File: src/rtl/ctrl_fsm.sv
// ctrl_fsm: instruction-level controller for a single-cycle datapath.
// It holds the run/debug state (IDLE, RUN, HALTED, STEP), decodes the
// 6-bit opcode into datapath controls, and counts retired instructions.
// Controls are combinational from state/Opcode/zero, so an asynchronous
// reset to IDLE removes every write enable at once.
module ctrl_fsm #(
  parameter int CNT_W = 16
) (
  input  logic             clk,
  input  logic             reset,
  input  logic [5:0]       Opcode,
  input  logic             zero,
  input  logic             start,
  input  logic             halt_req,
  input  logic             step_req,
  input  logic             resume,
  output logic             s_inc,
  output logic             s_inm,
  output logic             we3,
  output logic             wez,
  output logic [2:0]       ALUOp,
  output logic             pc_en,
  output logic             running,
  output logic             halted,
  output logic             illegal,
  output logic [CNT_W-1:0] icount
);

  typedef enum logic [1:0] {
    S_IDLE   = 2'd0,
    S_RUN    = 2'd1,
    S_HALTED = 2'd2,
    S_STEP   = 2'd3
  } state_t;

  state_t           r_state;
  logic [CNT_W-1:0] r_icount;
  logic             r_illegal;

  logic w_exec;
  logic w_is_halt;
  logic w_is_undef;

  // An instruction only executes while running freely or single-stepping.
  assign w_exec     = (r_state == S_RUN) || (r_state == S_STEP);
  // HALT retires nothing and freezes the PC on its own word.
  assign w_is_halt  = (Opcode == 6'b000111);
  // 001xxx and 01xxxx are unassigned codes that fall through as NOP.
  assign w_is_undef = ~Opcode[5] & (Opcode[4:3] != 2'b00);

  // Opcode decode into datapath controls; idle values outside executing cycles.
  always_comb begin
    s_inc = 1'b1;
    s_inm = 1'b0;
    we3   = 1'b0;
    wez   = 1'b0;
    ALUOp = 3'b000;
    pc_en = 1'b0;
    if (w_exec) begin
      pc_en = 1'b1;
      if (Opcode[5]) begin
        ALUOp = Opcode[4:2];
        we3   = 1'b1;
        wez   = 1'b1;
      end else if (Opcode[5:2] == 4'b0000) begin
        s_inm = 1'b1;
        we3   = 1'b1;
      end else begin
        case (Opcode)
          6'b000100: s_inc = 1'b0;
          6'b000101: s_inc = ~zero;
          6'b000110: s_inc = zero;
          6'b000111: pc_en = 1'b0;
          default:   s_inc = 1'b1;
        endcase
      end
    end
  end

  // State sequencing, retired-instruction counter and sticky illegal flag.
  always_ff @(posedge clk or posedge reset) begin
    if (reset) begin
      r_state   <= S_IDLE;
      r_icount  <= '0;
      r_illegal <= 1'b0;
    end else begin
      if (w_exec && !w_is_halt)
        r_icount <= r_icount + {{(CNT_W-1){1'b0}}, 1'b1};
      if (w_exec && w_is_undef)
        r_illegal <= 1'b1;
      case (r_state)
        S_IDLE: begin
          if (start)
            r_state <= S_RUN;
        end
        S_RUN: begin
          // The current instruction still completes; stop takes effect next cycle.
          if (w_is_halt || halt_req)
            r_state <= S_HALTED;
        end
        S_HALTED: begin
          // resume wins over step_req.
          if (resume)
            r_state <= S_RUN;
          else if (step_req)
            r_state <= S_STEP;
        end
        S_STEP: begin
          // Always one instruction only; a held step_req re-arms via HALTED.
          r_state <= S_HALTED;
        end
        default: r_state <= S_IDLE;
      endcase
    end
  end

  assign running = w_exec;
  assign halted  = (r_state == S_HALTED);
  assign illegal = r_illegal;
  assign icount  = r_icount;

endmodule
File: config.mk
export PLATFORM = sky130hd
export DESIGN_NAME = ctrl_fsm
export DESIGN_NICKNAME = d
export VERILOG_FILES = /design/src/rtl/ctrl_fsm.sv
export SDC_FILE = /design/constraint.sdc
export NUM_CORES = 1
export LEC_CHECK = 0
export ABC_AREA = 1
export CORE_ASPECT_RATIO = 0.9
export CORE_UTILIZATION = 49
export DETAILED_ROUTE_END_ITERATION = 10
export HOLD_SLACK_MARGIN = 0.02
export PLACE_DENSITY_LB_ADDON = 0.25
export SLEW_MARGIN = 10
export SYNTH_ARGS = -nofsm -noshare
export SYNTH_HDL_FRONTEND = slang
export SYNTH_SLANG_ARGS = --single-unit
File: constraint.sdc
create_clock -name clk -period 3.8 [get_ports clk]
set_input_delay 0.38 -clock clk [delete_from_list [all_inputs] [get_ports clk]]
set_output_delay 0.38 -clock clk [all_outputs]
set_load 0.01 [all_outputs]
# Word level (Yosys, flattened, before mapping)
# Index checks and enable logic that the tools add are counted.
# op_classes
add_sub_neg,1
eq_ne,10
muxes,22
bitwise_logic,3
reduce_logical,9
# op_table
op,count
$eq 6x3->1 const B,4
$add 16x1->16 const B,1
$mux 1,14
$mux 2,4
$pmux 2 s4,1
$mux 3,2
$eq 2x2->1 const B,2
$logic_not 4->1,1
$ne 3x3->1 const B,1
$pmux 1 s3,1
$reduce_and 3->1,1
$eq 2x1->1 const B,1
$logic_and 1x1->1,2
$logic_not 2->1,1
$logic_or 1x1->1,2
$ne 2x1->1 const B,1
$ne 2x2->1 const B,1
$not 1->1,2
$reduce_bool 2->1,1
$and 1x1->1,1
$logic_not 1->1,1
# word_totals
register_bits,19
input_bits,13
out_inout_bits,27

# Depth between registers and ports, before layout
# depth
ltp_word,5
mapped_depth,8
mapped_depth_nobuf,8

# Worst setup path after synthesis
# Ideal clock, no wire load.
# synth_path
kind,reg-to-reg
startpoint,reg r_icount[0] (netlist: icount[0])
endpoint,reg r_icount[14] (netlist: icount[14])
setup_time_ps,116
arrival_ps,1246
required_time_ps,3684
setup_slack_ps,2437
stages_incl_launch_ff,9
path_buffers,0
cell_sequence,dfrtp_1 > ha_1 > nand3_1 > nor2_2 > nand3_1 > nand2_1 > nand2_1 > nand2_1 > nand2_1
# synth_via
elab_chain_len,1
# synth_rtl
element,line_no,text
start: declaration,37,logic [CNT_W-1:0] r_icount;
start signal: assignment,88,"r_icount <= r_icount + {{(CNT_W-1){1'b0}}, 1'b1};"
$add 16x1->16,88,
# No other way between the ends.
# A chain may end at the register's enable or synchronous reset.

# Worst setup path in the final report
# layout_path
startpoint,in Opcode[3]
endpoint,out pc_en
# layout_via
elab_chain_len,5
word_cells_on_any_way,6
cone_classes,eq/ne (1); mux (4); reduce/logical (1)
# layout_rtl
element,line_no,text
start: declaration,11,"input logic [5:0] Opcode,"
$eq 6x3->1,69,case (Opcode)
$mux 1,69,
$mux 1 *,65,end else if (Opcode[5:2] == 4'b0000) begin
$mux 1 *,61,if (Opcode[5]) begin
$mux 1 *,59,if (w_exec) begin
end: declaration,22,"output logic pc_en,"
# Mark *: on every way between the ends. The rest lies on a longest branch, timed or not.

==> results.toml <==
[run_status]
status = "finished clean"

[sta]
tightestPinTransition_ns = 0.699
drv_slew = 0
setup_slack_ns = 1.50
finalSetupTns_ns = 0
finalSetupViolCount = 0
period_needed_ns = 2.30
relSlewSlack_pct = 53.3
finClkSkew_ns = 0.00873
fmax_ghz = 0.434
hold_slack_ns = 0.459
period_share_pct = 60.6
hold_viol = 0
rsz0062_at_grt = "no"

[clocking]
htree_levels = 1
clock-sinks = 19
cts_buffer_depth = 2
numCtsBuffers = 3
tritoncts = "built"
post_cts_resized = 0
cts_setup_buffers = 0
clkSlewWorstSetupHoldPaths_ns = 0.12
cts_hold_buf = 0
root_buffer = "clkbuf_4"
clkLatencyLatePin_ns = 0.31

[finish]
antenna_cells = 0
fin_nets = 222
fill_cells = 202
layout-drive-gt1-share_pct = 9.66
final_area_um2 = 1630
area_growth_pct = 35.2

[floorplan]
die-width_um = 54.2
start_util_pct = 53.7
core-area_um2 = 2240
die_h_um = 49.0
dieArea_um2 = 2660
rows = 16
io_pins = 40

[worst_setup_path]
cp-start-kind = "input pin"
end_kind = "output port"
crit_fanout = 24
r2r_setup_slack_ns = 2.25
cp_data_required_time_ns = 3.42
arrival_ns = 1.92
rr_worst_depth = 8
path_class = "in2out"

[placement]
place_area_um2 = 1600
io_buffers = 39
dp_hpwl_um = 2180
place_congestion = 0.817
place_ws_ns = 1.51

[logic_synthesis]
ys_ff_latch = 19
synth_top_family_by_area = "simple AND/OR/NAND/NOR gates"
yosys_warnings = 0
yosys.cell_types.count = 26
syn_area_um2 = 1200
synth_flop_cell = "dfrtp_1"
synth_xor_xnor_area_share_pct = 5.82
synth-edff-count = 0
muxShareOfSynthArea_pct = 0
syn-instance-count = 168
yosysSeqAreaShare_pct = 39.5
ys_async_sr_fraction_pct = 100
yosys.area_share.adder_pct = 1.04
synth_compound_area_share_pct = 3.95
avgSynthCellArea_um2 = 7.16
yosys.area_share.simple_pct = 40.3
syn-num-nets = 182

[pwr]
combinationalPowerShare_pct = 50.1
leakage_nw = 0.701
finalPower_w = 0.000925
vdd_drop_max_mv = 0.540
clkPwrFrac_pct = 11.8
p_int_w = 0.000522
seq_power_share_pct = 38.1
p_sw_w = 0.000403
powerDensity_nw_per_um2 = 568
swShare_pct = 43.5

[routing]
ant_nets = 0
wirelength_um = 2830
via_per_inst = 5.11
vias = 1196
firstDrtPassIters = 4
drt_iter0_markers = 28
drt-wirelength-per-cell_um = 12.1
drcViolationCount = 0

[global_routing]
grt_max_degree = 25
grt_pass1_vias = 1121
grt_overflow = 0
antenna_found_initial = 0
grt_usage_pct = 24.5
grt_pass1_wl_um = 4780

[flow_run]
maxCapViolCount = 0

[min_path]
hp-class = "in2async"
## stage by stage
step / utilization, % / cells
floorplan: - / 168
detailed placement: 71.3 / 230
finish: 72.6 / 234
global route: 72.6 / 234
CTS: 72.6 / 234
global placement: 71.3 / 230
## layer usage
layer	routed length [um]	vias to the layer above	track usage, %
met5	0	-	0
met4	49	0	5.56
met3	183	10	7.17
met2	1370	45	42.5
met1	1230	543	28.9
li1	-	598	-
## cells in the final DEF, fill, tap and decap left out
master / instances
a21boi_1: 1
clkbuf_4: 3
clkdlybuf4s50_1: 39
clkinv_1: 1
clkinvlp_4: 1
dfrtp_1: 19
ha_1: 1
inv_1: 20
inv_2: 1
nand2_1: 51
nand2_2: 8
nand2_4: 1
nand3_1: 12
nand3_2: 1
nand4_1: 6
nor2_1: 20
nor2_2: 3
nor2_4: 1
nor3_1: 2
nor3_2: 1
o211ai_1: 1
o21ai_0: 1
o21ai_1: 4
o21bai_1: 1
xnor2_1: 6
xor2_1: 2
## state kept, by name, indices dropped and copies added, names as in the netlist
register,flops
illegal,1
r_state,2
icount,16
## cell families after synthesis
kind of cell               after synthesis
adders and majority gates                1
AOI/OAI and AO/OA                        8
and+or+nand+nor                        106
xor gates and xnor gates                 8
DFF                                     19
buffers and inverters                   26
## final timing paths
path                            startpoint         end
worst max-delay path             Opcode[3]       pc_en
worst min-delay path                 reset   icount[6]
worst max register to register   icount[0]  icount[14]
worst min register to register     illegal     illegal
max in group asynchronous            reset  icount[15]
min in group clk                   illegal     illegal
## power by group through the flow
stage | combinational (W) | clock (W) | sequential [W]
finish | 0.000463 | 0.000109 | 0.000353
global placement | 0.000449 | 0 | 0.000351
global route | 0.000509 | 0.000119 | 0.000366
detailed placement | 0.000465 | 0 | 0.000356
CTS | 0.000468 | 0.000111 | 0.000353
floorplan | 0.000285 | 0 | 0.000345
## worst max-delay path, cell delays in order
cell and delay (ns):
clkdlybuf4s50_1 0.50, nor2_2 0.07, nand3_2 0.07, nand2_2 0.06, nand2_4 0.24, clkdlybuf4s50_1 0.59
## Yosys cell counts, types with 2 or more instances
cell type	n	share of area, %
nor3_1	2	0.83
nor2_2	3	1.6
nand2_1	51	16
o21ai_1	4	1.7
nand2_2	8	4.2
nand4_1	6	3.1
nor2_1	20	6.2
xor2_1	2	1.5
xnor2_1	6	4.4
inv_1	20	6.2
dfrtp_1	19	40
nand3_1	12	5.0
buf_4	2	1.2
## cell type report
type / instances / area [um2] / share of cell area, %
clock inverter: 1 / 7.51 / 0.461
clock buffer: 3 / 22.5 / 1.38
sequential: 19 / 475 / 29.2
timing repair buffer: 39 / 390 / 24.0
multi-input combinational: 123 / 616 / 37.8
inverter: 22 / 82.6 / 5.07
tap: 27 / 33.8 / 2.08
Note: power is estimated with default switching activity, not from simulation.
